**src/rtl/udb_monitor_pkg.sv**
```systemverilog
// Shared encodings for the up/down/load counter monitor: FSM state codes and step classes.
package udb_monitor_pkg;

    typedef enum logic [1:0] {
        ACQ  = 2'd0,
        SYNC = 2'd1,
        LOCK = 2'd2
    } udbState_e;

    typedef enum logic [1:0] {
        STEP_UP   = 2'd0,
        STEP_DOWN = 2'd1,
        STEP_HOLD = 2'd2,
        STEP_JUMP = 2'd3
    } stepClass_e;

    function automatic logic isUnitStep(input stepClass_e step);
        return (step == STEP_UP) || (step == STEP_DOWN);
    endfunction

endpackage

```
**src/rtl/udb_step_classify.sv**
```systemverilog
// Combinational step classifier: compares the previous and current observed count and
// reports the step class plus whether the step crossed the max/0 boundary.
module udb_step_classify
    import udb_monitor_pkg::*;
#(
    parameter int WIDTH = 4
) (
    input  logic [WIDTH-1:0] prevVal,
    input  logic [WIDTH-1:0] curVal,
    output stepClass_e       stepClass,
    output logic             wrap
);

    logic [WIDTH-1:0] delta;

    // The subtraction is modulo 2^WIDTH, so max->0 reads as +1 and 0->max as -1.
    always_comb begin
        delta = curVal - prevVal;
        if (delta == WIDTH'(1))
            stepClass = STEP_UP;
        else if (delta == {WIDTH{1'b1}})
            stepClass = STEP_DOWN;
        else if (delta == '0)
            stepClass = STEP_HOLD;
        else
            stepClass = STEP_JUMP;
    end

    assign wrap = ((stepClass == STEP_UP)   && (prevVal == {WIDTH{1'b1}})) ||
                  ((stepClass == STEP_DOWN) && (prevVal == '0));

endmodule

```
**src/rtl/udb_monitor.sv**
```systemverilog
// Receive-side observer for the 4-bit up/down/load counter: recovers direction, lock,
// load events and wrap count. Optional hold timeout under UDB_MONITOR_HOLD_TIMEOUT_EN.
module udb_monitor
    import udb_monitor_pkg::*;
#(
    parameter int WIDTH    = 4,
    parameter int LOCK_CNT = 3,
    parameter int WRAP_W   = 8
`ifdef UDB_MONITOR_HOLD_TIMEOUT_EN
    ,
    parameter int HOLD_MAX = 16
`endif
) (
    input  logic              udb_monitor_clk,
    input  logic              udb_monitor_rst,
    input  logic [WIDTH-1:0]  udb_monitor_in,
    input  logic              udb_monitor_in_valid,
    output logic              udb_monitor_dir,
    output logic              udb_monitor_locked,
    output logic              udb_monitor_dir_chg,
    output logic              udb_monitor_load_det,
    output logic [WRAP_W-1:0] udb_monitor_wrap_cnt,
    output logic              udb_monitor_err,
    output logic              udb_monitor_stall
);

    localparam int RUN_W = $clog2(LOCK_CNT + 1);

    udbState_e        state, nextState;
    logic [WIDTH-1:0] prevVal;
    logic [RUN_W-1:0] run, runInc;
    logic             cand, jumpPend;

    stepClass_e       stepClass;
    logic             stepWrap, unitStep, stepUp;
    logic             sampleSync, sampleLock, syncExtend, syncLock;
    logic             lockReverse, lockWrap, lockLoad, lockJumpErr, holdTimeout;

    logic              dirNxt, lockedNxt, dirChgNxt, loadDetNxt, errNxt, stallNxt;
    logic [WRAP_W-1:0] wrapCntNxt;

    udb_step_classify #(.WIDTH(WIDTH)) uClassify (
        .prevVal   (prevVal),
        .curVal    (udb_monitor_in),
        .stepClass (stepClass),
        .wrap      (stepWrap)
    );

    assign unitStep   = isUnitStep(stepClass);
    assign stepUp     = (stepClass == STEP_UP);
    assign sampleSync = udb_monitor_in_valid && (state == SYNC);
    assign sampleLock = udb_monitor_in_valid && (state == LOCK);

    // A fresh run adopts whatever direction it sees; a mismatched step restarts at 1.
    assign syncExtend  = (run == '0) || (stepUp == cand);
    assign runInc      = syncExtend ? run + 1'b1 : RUN_W'(1);
    assign syncLock    = sampleSync && unitStep && (runInc == RUN_W'(LOCK_CNT));

    assign lockReverse = sampleLock && unitStep && (stepUp != udb_monitor_dir);
    assign lockWrap    = sampleLock && unitStep && (stepUp == udb_monitor_dir) && stepWrap;
    assign lockLoad    = sampleLock && (stepClass == STEP_JUMP) && !jumpPend;
    assign lockJumpErr = sampleLock && (stepClass == STEP_JUMP) && jumpPend;

`ifdef UDB_MONITOR_HOLD_TIMEOUT_EN
    localparam int HOLD_W = $clog2(HOLD_MAX + 1);

    logic [HOLD_W-1:0] holdCnt;

    assign holdTimeout = sampleLock && (stepClass == STEP_HOLD) && (holdCnt == HOLD_W'(HOLD_MAX));

    always_ff @(posedge udb_monitor_clk) begin
        if (udb_monitor_rst) begin
            holdCnt <= '0;
        end else if (udb_monitor_in_valid) begin
            if ((state == LOCK) && (stepClass == STEP_HOLD) && !holdTimeout)
                holdCnt <= holdCnt + 1'b1;
            else
                holdCnt <= '0;
        end
    end
`else
    assign holdTimeout = 1'b0;
`endif

    // NOTE: all registered state uses non-blocking assignment so every flop samples pre-edge values.
    always_ff @(posedge udb_monitor_clk) begin
        if (udb_monitor_rst)
            state <= ACQ;
        else
            state <= nextState;
    end

    // NOTE: each combinational output gets a default first, so no path can infer a latch.
    always_comb begin
        nextState = state;
        case (state)
            ACQ:     if (udb_monitor_in_valid) nextState = SYNC;
            SYNC:    if (syncLock) nextState = LOCK;
            LOCK:    if (lockJumpErr || holdTimeout) nextState = SYNC;
            default: nextState = ACQ;
        endcase
    end

    always_comb begin
        lockedNxt  = (nextState == LOCK);
        dirNxt     = udb_monitor_dir;
        if (syncLock)
            dirNxt = stepUp;
        else if (lockReverse)
            dirNxt = ~udb_monitor_dir;
        dirChgNxt  = lockReverse;
        loadDetNxt = lockLoad;
        errNxt     = udb_monitor_err || lockJumpErr;
        stallNxt   = holdTimeout;
        wrapCntNxt = udb_monitor_wrap_cnt;
        if (lockWrap && (udb_monitor_wrap_cnt != {WRAP_W{1'b1}}))
            wrapCntNxt = udb_monitor_wrap_cnt + 1'b1;
    end

    always_ff @(posedge udb_monitor_clk) begin
        if (udb_monitor_rst) begin
            prevVal  <= '0;
            run      <= '0;
            cand     <= 1'b0;
            jumpPend <= 1'b0;
        end else if (udb_monitor_in_valid) begin
            prevVal <= udb_monitor_in;
            case (state)
                SYNC: begin
                    if (unitStep) begin
                        run  <= syncLock ? '0 : runInc;
                        cand <= stepUp;
                    end else if (stepClass == STEP_JUMP) begin
                        run <= '0;
                    end
                end
                // Any non-jump sample clears the pending jump; a second jump clears it via the error exit.
                LOCK: begin
                    jumpPend <= lockLoad;
                    run      <= '0;
                end
                default: run <= '0;
            endcase
        end
    end

    always_ff @(posedge udb_monitor_clk) begin
        if (udb_monitor_rst) begin
            udb_monitor_dir      <= 1'b0;
            udb_monitor_locked   <= 1'b0;
            udb_monitor_dir_chg  <= 1'b0;
            udb_monitor_load_det <= 1'b0;
            udb_monitor_wrap_cnt <= '0;
            udb_monitor_err      <= 1'b0;
            udb_monitor_stall    <= 1'b0;
        end else begin
            udb_monitor_dir      <= dirNxt;
            udb_monitor_locked   <= lockedNxt;
            udb_monitor_dir_chg  <= dirChgNxt;
            udb_monitor_load_det <= loadDetNxt;
            udb_monitor_wrap_cnt <= wrapCntNxt;
            udb_monitor_err      <= errNxt;
            udb_monitor_stall    <= stallNxt;
        end
    end

endmodule

```
**config.mk**
```make
export PLATFORM = sky130hd
export DESIGN_NAME = udb_monitor
export DESIGN_NICKNAME = d
export VERILOG_FILES = /design/src/rtl/udb_monitor_pkg.sv /design/src/rtl/udb_step_classify.sv /design/src/rtl/udb_monitor.sv
export SDC_FILE = /design/constraint.sdc
export NUM_CORES = 1
export LEC_CHECK = 0
export CAP_MARGIN = 0
export CORE_MARGIN = 5
export CORE_UTILIZATION = 25
export CTS_BUF_LIST = sky130_fd_sc_hd__clkbuf_16
export CTS_CLUSTER_DIAMETER = 30
export DETAILED_ROUTE_END_ITERATION = 7
export GPL_TIMING_DRIVEN = 0
export SYNTH_ARGS = -nofsm -noshare
export SYNTH_HDL_FRONTEND = slang
export SYNTH_HIERARCHICAL = 1
export SYNTH_SLANG_ARGS = --single-unit
export TNS_END_PERCENT = 100
```
**constraint.sdc**
```tcl
create_clock -name udb_monitor_clk -period 6.7 [get_ports udb_monitor_clk]
set_input_delay 1.005 -clock udb_monitor_clk [delete_from_list [all_inputs] [get_ports udb_monitor_clk]]
set_output_delay 1.005 -clock udb_monitor_clk [all_outputs]
set_load 0.1 [all_outputs]
```
; Word-level counts from Yosys, hierarchy flattened
; Cells that the tools add are included.
[op_classes]
div = 0
n_addsub = 3
n_shift = 0
magnitude_cmp = 0
bitwise = 1
multipliers = 0
n_reduce_logical = 28
muxes = 14
n_eq_ne = 14
[op_table]
columns = cell, n
row1 = two-way mux 2 bit, 10
row2 = logical AND 1 bit, 14
row3 = adder 8 x 1 -> 8 bit (second input constant), 1
row4 = equality test 2 bit (second input constant), 4
row5 = equality test 4 bit (second input constant), 2
row6 = zero test 4 bit, 2
row7 = != test 8 bit (second input constant), 1
row8 = zero test 2 bit, 3
row9 = case mux 2 bit (3 select lines), 1
row10 = equality test 2 x 1 -> 1 bit (second input constant), 2
row11 = equality test 4 x 1 -> 1 bit (second input constant), 1
row12 = logical OR 1 bit, 4
row13 = AND reduction 2 bit, 2
row14 = subtractor 4 bit, 1
row15 = two-way mux 1 bit, 3
row16 = != test 3 x 2 -> 1 bit (second input constant), 1
row17 = AND reduction 3 bit, 1
row18 = adder 2 x 1 -> 2 bit (second input constant), 1
row19 = equality test 1 bit, 2
row20 = nonzero test 2 bit, 1
row21 = zero test 1 bit, 1
row22 = != test 1 bit, 1
row23 = NOT 1 bit, 1
[totals]
register_bits = 23
out_inout_bits = 14
latch_bits = 0
ram_bits = 0
memories = 0
inputBits = 7
word_cells = 71
rom_bits = 0

; Longest topological paths before layout
[depth]
word_depth = 14
depth_mapped = 13
ltp_nobuf = 11

; Modules after synthesis
; Netlist, hierarchy kept.
[by_module_without_submodules]
columns = mod, cells_per_inst, area_per_inst_um2, n_inst, seq_area_each_um2
row1 = udb_monitor, 124, 1124.8, 1, 460.4
row2 = udb_step_classify, 24, 176.4, 1, 0.0

; Worst setup path after synthesis
; Ideal clock, no wire load.
[synth_path]
path_kind = input to register
start = input udb_monitor_in[0]
end = register udb_monitor_wrap_cnt[7]
path_slack_ns = 3.188
stages = 13
required_time_ns = 6.579
t_arrival_ns = 3.391
n_path_buf = 2
path_cell_list = inv_1 > ha_1 > inv_1 > fa_1 > xor2_1 > and3b_1 > mux2i_1 > buf_6 > and4bb_2 > nand4_4 > buf_6 > nor4_1 > mux2_2
[synth_between]
word_cells_on_any_way = 18
[synth_lines]
columns = item, line_no
row1 = "start, declared", udb_monitor.sv:16  ; input logic [WIDTH-1:0] udb_monitor_in,
row2 = subtractor 4 bit *, udb_step_classify.sv:18  ; delta = curVal - prevVal;
row3 = equality test 4 bit, udb_step_classify.sv:21  ; else if (delta == {WIDTH{1'b1}})
row4 = two-way mux 2 bit, udb_step_classify.sv:21
row5 = two-way mux 2 bit *, udb_step_classify.sv:19  ; if (delta == WIDTH'(1))
row6 = net stepClass[1], udb_monitor.sv:34  ; stepClass_e stepClass;
row7 = equality test 2 x 1 -> 1 bit or zero test 2 bit (tied branches), -
row8 = logical OR 1 bit, udb_monitor_pkg.sv:18  ; return (step == STEP_UP) || (step == STEP_DOWN);
row9 = logical AND 1 bit (2 in series), udb_monitor.sv:60  ; assign lockWrap = sampleLock && unitStep && (stepUp == udb_monitor_dir) && stepWrap;
row10 = logical AND 1 bit *, udb_monitor.sv:60
row11 = logical AND 1 bit *, udb_monitor.sv:116  ; if (lockWrap && (udb_monitor_wrap_cnt != {WRAP_W{1'b1}}))
row12 = "end signal, assigned", udb_monitor.sv:161  ; udb_monitor_wrap_cnt <= wrapCntNxt;
row13 = "end, declared", udb_monitor.sv:22  ; output logic [WRAP_W-1:0] udb_monitor_wrap_cnt,
; The timed path passes the listed nets; every way through them passes the cells marked *.
; A chain may end at the register's enable or synchronous reset.

; Worst setup path in the final report
; Ends and elaborated chain as after synthesis.

==> impl_results.md <==
* ANT cells at 0
* Commonest non-fill, non-tap cells in the layout: 23 x dfxtp_1, 18 x clkdlybuf4s50_1, 10 x nand2_1, 10 x nor2_1
* Nets at 184
* Critical path type: in -> reg
* Yosys top cell area share at 35.4%
* Post-CTS Setup Bufs at 0
* Hold Startpoint: udb_monitor_err
* Final Critical Period at 3.94 ns
* Yosys top cell by area: dfxtp_1
* Cell variety after synth at 44
* H-tree levels at 1
* Resized Gates After CTS at 0
* Final Hold Viols at 0
* Syn_nets at 161
* Hold Slack at 0.450 ns
* Worst slew pin tran at 0.974 ns
* Clk root buf: clkbuf_16
* Max frequency at 0.254 GHz
* Register share of total power at 45.2%
* Initial antenna violation count at 0
* Ports at 21
* Capture point of the worst reg-to-reg path: udb_monitor_wrap_cnt[7]
* Die area at 6750 sq um
* Num CTS Buffers at 3
* Combinational share of power at 13.1%
* DR DRC count at 0
* Drt first pass iters at 4
* CP top delay family: simple AND/OR/NAND/NOR gates
* Slowest CP cell: clkdlybuf4s50_1
* Crit-path max FO at 10
* Setup TNS at 0 ns
* CTS tree: done
* Pwr per Cell Area at 189 nW/um^2
* CP Cell Sequence: clkdlybuf4s50_1, inv_1, ha_1, inv_1, fa_1, nor3_1, mux2i_1, buf_6, and4bb_2, nand4_4, buf_6, nor4_1, mux2_2
* I/O Buffers at 18
* Worst Reg2Reg Path Length in Cells at 12
* Hold_buf cts at 0
* Clk_skew at 0.00305 ns
* Ys Warns at 6
* Routed WL at 2720 um
* Total leakage power at 0.581 nW
* Clock Path Buffers at 2
* First-pass GRT wire length at 4690 um
* Net Sw Power at 0.0000753 W
* Clock-pin slew on the worst setup and hold paths at 0.06 ns
* DP HPWL at 2020 um
* Die X at 82.1 um
* Drt initial violations at 36
* Grt ovf at 0
* WP data arrival at 4.09 ns
* # rows at 26
* Largest net degree at the start of global routing at 14
* Placer Congestion at 0.745
* Most common library cell in the layout ignoring fill and taps: dfxtp_1
* Vias per inst at 4.55
* Period utilization at 58.8%
* Rel. slew slack at 34.9%
* Routed vias at 1093
* Initial core utilization at 25.6%
* Seq/Total Area, Yosys at 35.4%
* CP startpoint kind: input pin
* Max stage delay on crit path at 0.48 ns
* Netlist Area Pre-Place at 1300 sq um
* Share of cells above drive strength 1 at 8.82%
* Setup violations, final at 0
* Max rail drop VDD at 108 uV
* Max_cap viols at 0
* Flop2flop setup slack at 3.62 ns
* Clk_lat worst skew at 0.26 ns
* WP data required at 6.85 ns
* Synth area leaders: dfxtp_1 35%, mux2i_1 6.2%, ha_1 4.8%
* Worst setup EP type: register
* CTS sink cnt at 23
* Vias in the first global route at 1008
* Clock share of power at 41.6%
* Synthesized flop and latch total at 23
* P&R area growth vs syn at 26.7%
* Syn Area/Cell at 8.79 sq um
* Routed wire per std cell at 11.3 um
* Mapped Cells at 148
* RR Startpoint: prevVal[0]
* Post-route ant nets at 0
* Hold Path Cell Cnt at 2
* Switch share at 24.1%
* Global Route Usage Sum at 9.04%
* Hold worst-path end: udb_monitor_err
* CP bufs+invs at 5
* Internal power at 0.000237 W
* Chip height at 82.1 um
* Core area at 5070 sq um
* Status: finished clean
* Pins Over Slew Limit at 0
* Hold crit path type: reg -> reg
* RSZ-0062 raised after global routing: no
-- worst max path at each step --
stage / start / endpoint / slack, ns / cells past startpoint
2_1_floorplan: udb_monitor_in[0] / udb_monitor_wrap_cnt[7] / 3.19 / 13
4_1_cts: udb_monitor_in[0] / udb_monitor_wrap_cnt[7] / 2.75 / 13
5_1_grt: udb_monitor_in[0] / udb_monitor_wrap_cnt[7] / 2.49 / 13
3_3_place_gp: udb_monitor_in[0] / udb_monitor_wrap_cnt[7] / 2.47 / 13
6_report: udb_monitor_in[0] / udb_monitor_wrap_cnt[7] / 2.76 / 13
3_5_place_dp: udb_monitor_in[0] / udb_monitor_wrap_cnt[7] / 2.49 / 13
-- worst reg2reg max path, stage by stage, from the launching register on --
cell and delay (ns):
dfxtp_1 0.38, ha_1 0.16, inv_1 0.06, fa_1 0.37, xor2_1 0.23, and3b_1 0.21, mux2i_1 0.10, buf_6 0.16
and4bb_2 0.35, nand4_4 0.14, buf_6 0.17, nor4_1 0.27, mux2_2 0.37
-- state kept, by name, summed over array words and instances, names as in the netlist --
register	cells
udb_monitor_dir_chg	1
udb_monitor_dir	1
run	2
udb_monitor_err	1
state	2
udb_monitor_locked	1
udb_monitor_load_det	1
jumpPend	1
udb_monitor_wrap_cnt	8
cand	1
prevVal	4
-- layer usage --
layer	up-vias	part of all wire (%)	track usage [%]
met4	0	2.8	4.98
met2	16	43	13.2
met3	4	5.2	2.39
met5	-	0	0
li1	578	-	-
met1	495	49	12.0
-- cells in the mapped netlist --
cell type,count
dfxtp_1,23
nand2_1,10
nor2_1,10
a21oi_1,9
inv_1,9
mux2i_1,8
nand3_1,8
ha_1,5
clkbuf_1,4
nand4_1,4
nor3_1,4
o31ai_1,4
or4_1,4
o21ai_0,3
or3_1,3
a21o_1,2
a221oi_1,2
and3_1,2
and3b_1,2
buf_6,2
mux2_2,2
nand2b_1,2
nor2b_1,2
nor4_1,2
xnor2_1,2
xor2_1,2
a211oi_1,1
a21bo_2,1
a31oi_1,1
a41o_1,1
a41oi_1,1
and2_1,1
and4bb_2,1
buf_2,1
buf_4,1
conb_1,1
fa_1,1
nand3b_1,1
nand4_4,1
nor3b_2,1
o211a_1,1
o21ai_1,1
or2_2,1
or4b_1,1
-- power groups by stage --
stage                     Sequential (W)  Clock (W)  Combinational [W]
after CTS                       0.000141   0.000136          0.0000414
after detailed placement        0.000144          0          0.0000413
after floorplan                 0.000144          0          0.0000316
final                           0.000141   0.000130          0.0000410
after global routing            0.000141   0.000141          0.0000462
after global placement          0.000144          0          0.0000409
-- cell type report --
| cell class | count | area (sq um) |
|---|---|---|
| Buffer | 8 | 50.0 |
| Clock buffer | 3 | 75.1 |
| Clock inverter | 1 | 5.00 |
| Fill cell | 572 | 3430 |
| Inverter | 9 | 33.8 |
| Multi-Input combinational cell | 108 | 757 |
| Sequential cell | 23 | 460 |
| Tap cell | 70 | 87.6 |
| Timing Repair Buffer | 18 | 180 |
-- kinds of logic after synthesis --
group                    after synthesis  share of synthesized area (%)
AO/OA/AOI/OAI                         27                           13.8
other                                  1                          0.288
adder cells (fa/ha/maj)                6                           6.35
flip-flops                            23                           35.4
multiplexers                          10                           7.88
AND/OR/NAND/NOR                       60                           27.1
XOR/XNOR                               4                           2.69
buffers and inverters                 17                           6.44
-- through the flow --
stage | std cells | setup slack (ns) | power, W | cell area (sq um) | util (%)
after floorplan | 148 | 3.19 | 0.000175 | 1300 | -
after detailed placement | 236 | 2.49 | 0.000186 | 1570 | 30.9
after global routing | 240 | 2.49 | 0.000329 | 1650 | 32.5
after CTS | 240 | 2.75 | 0.000318 | 1650 | 32.5
final | 240 | 2.76 | 0.000312 | 1650 | 32.5
after global placement | 236 | 2.47 | 0.000185 | 1570 | 30.9
Power figures use the tool's default switching activity.
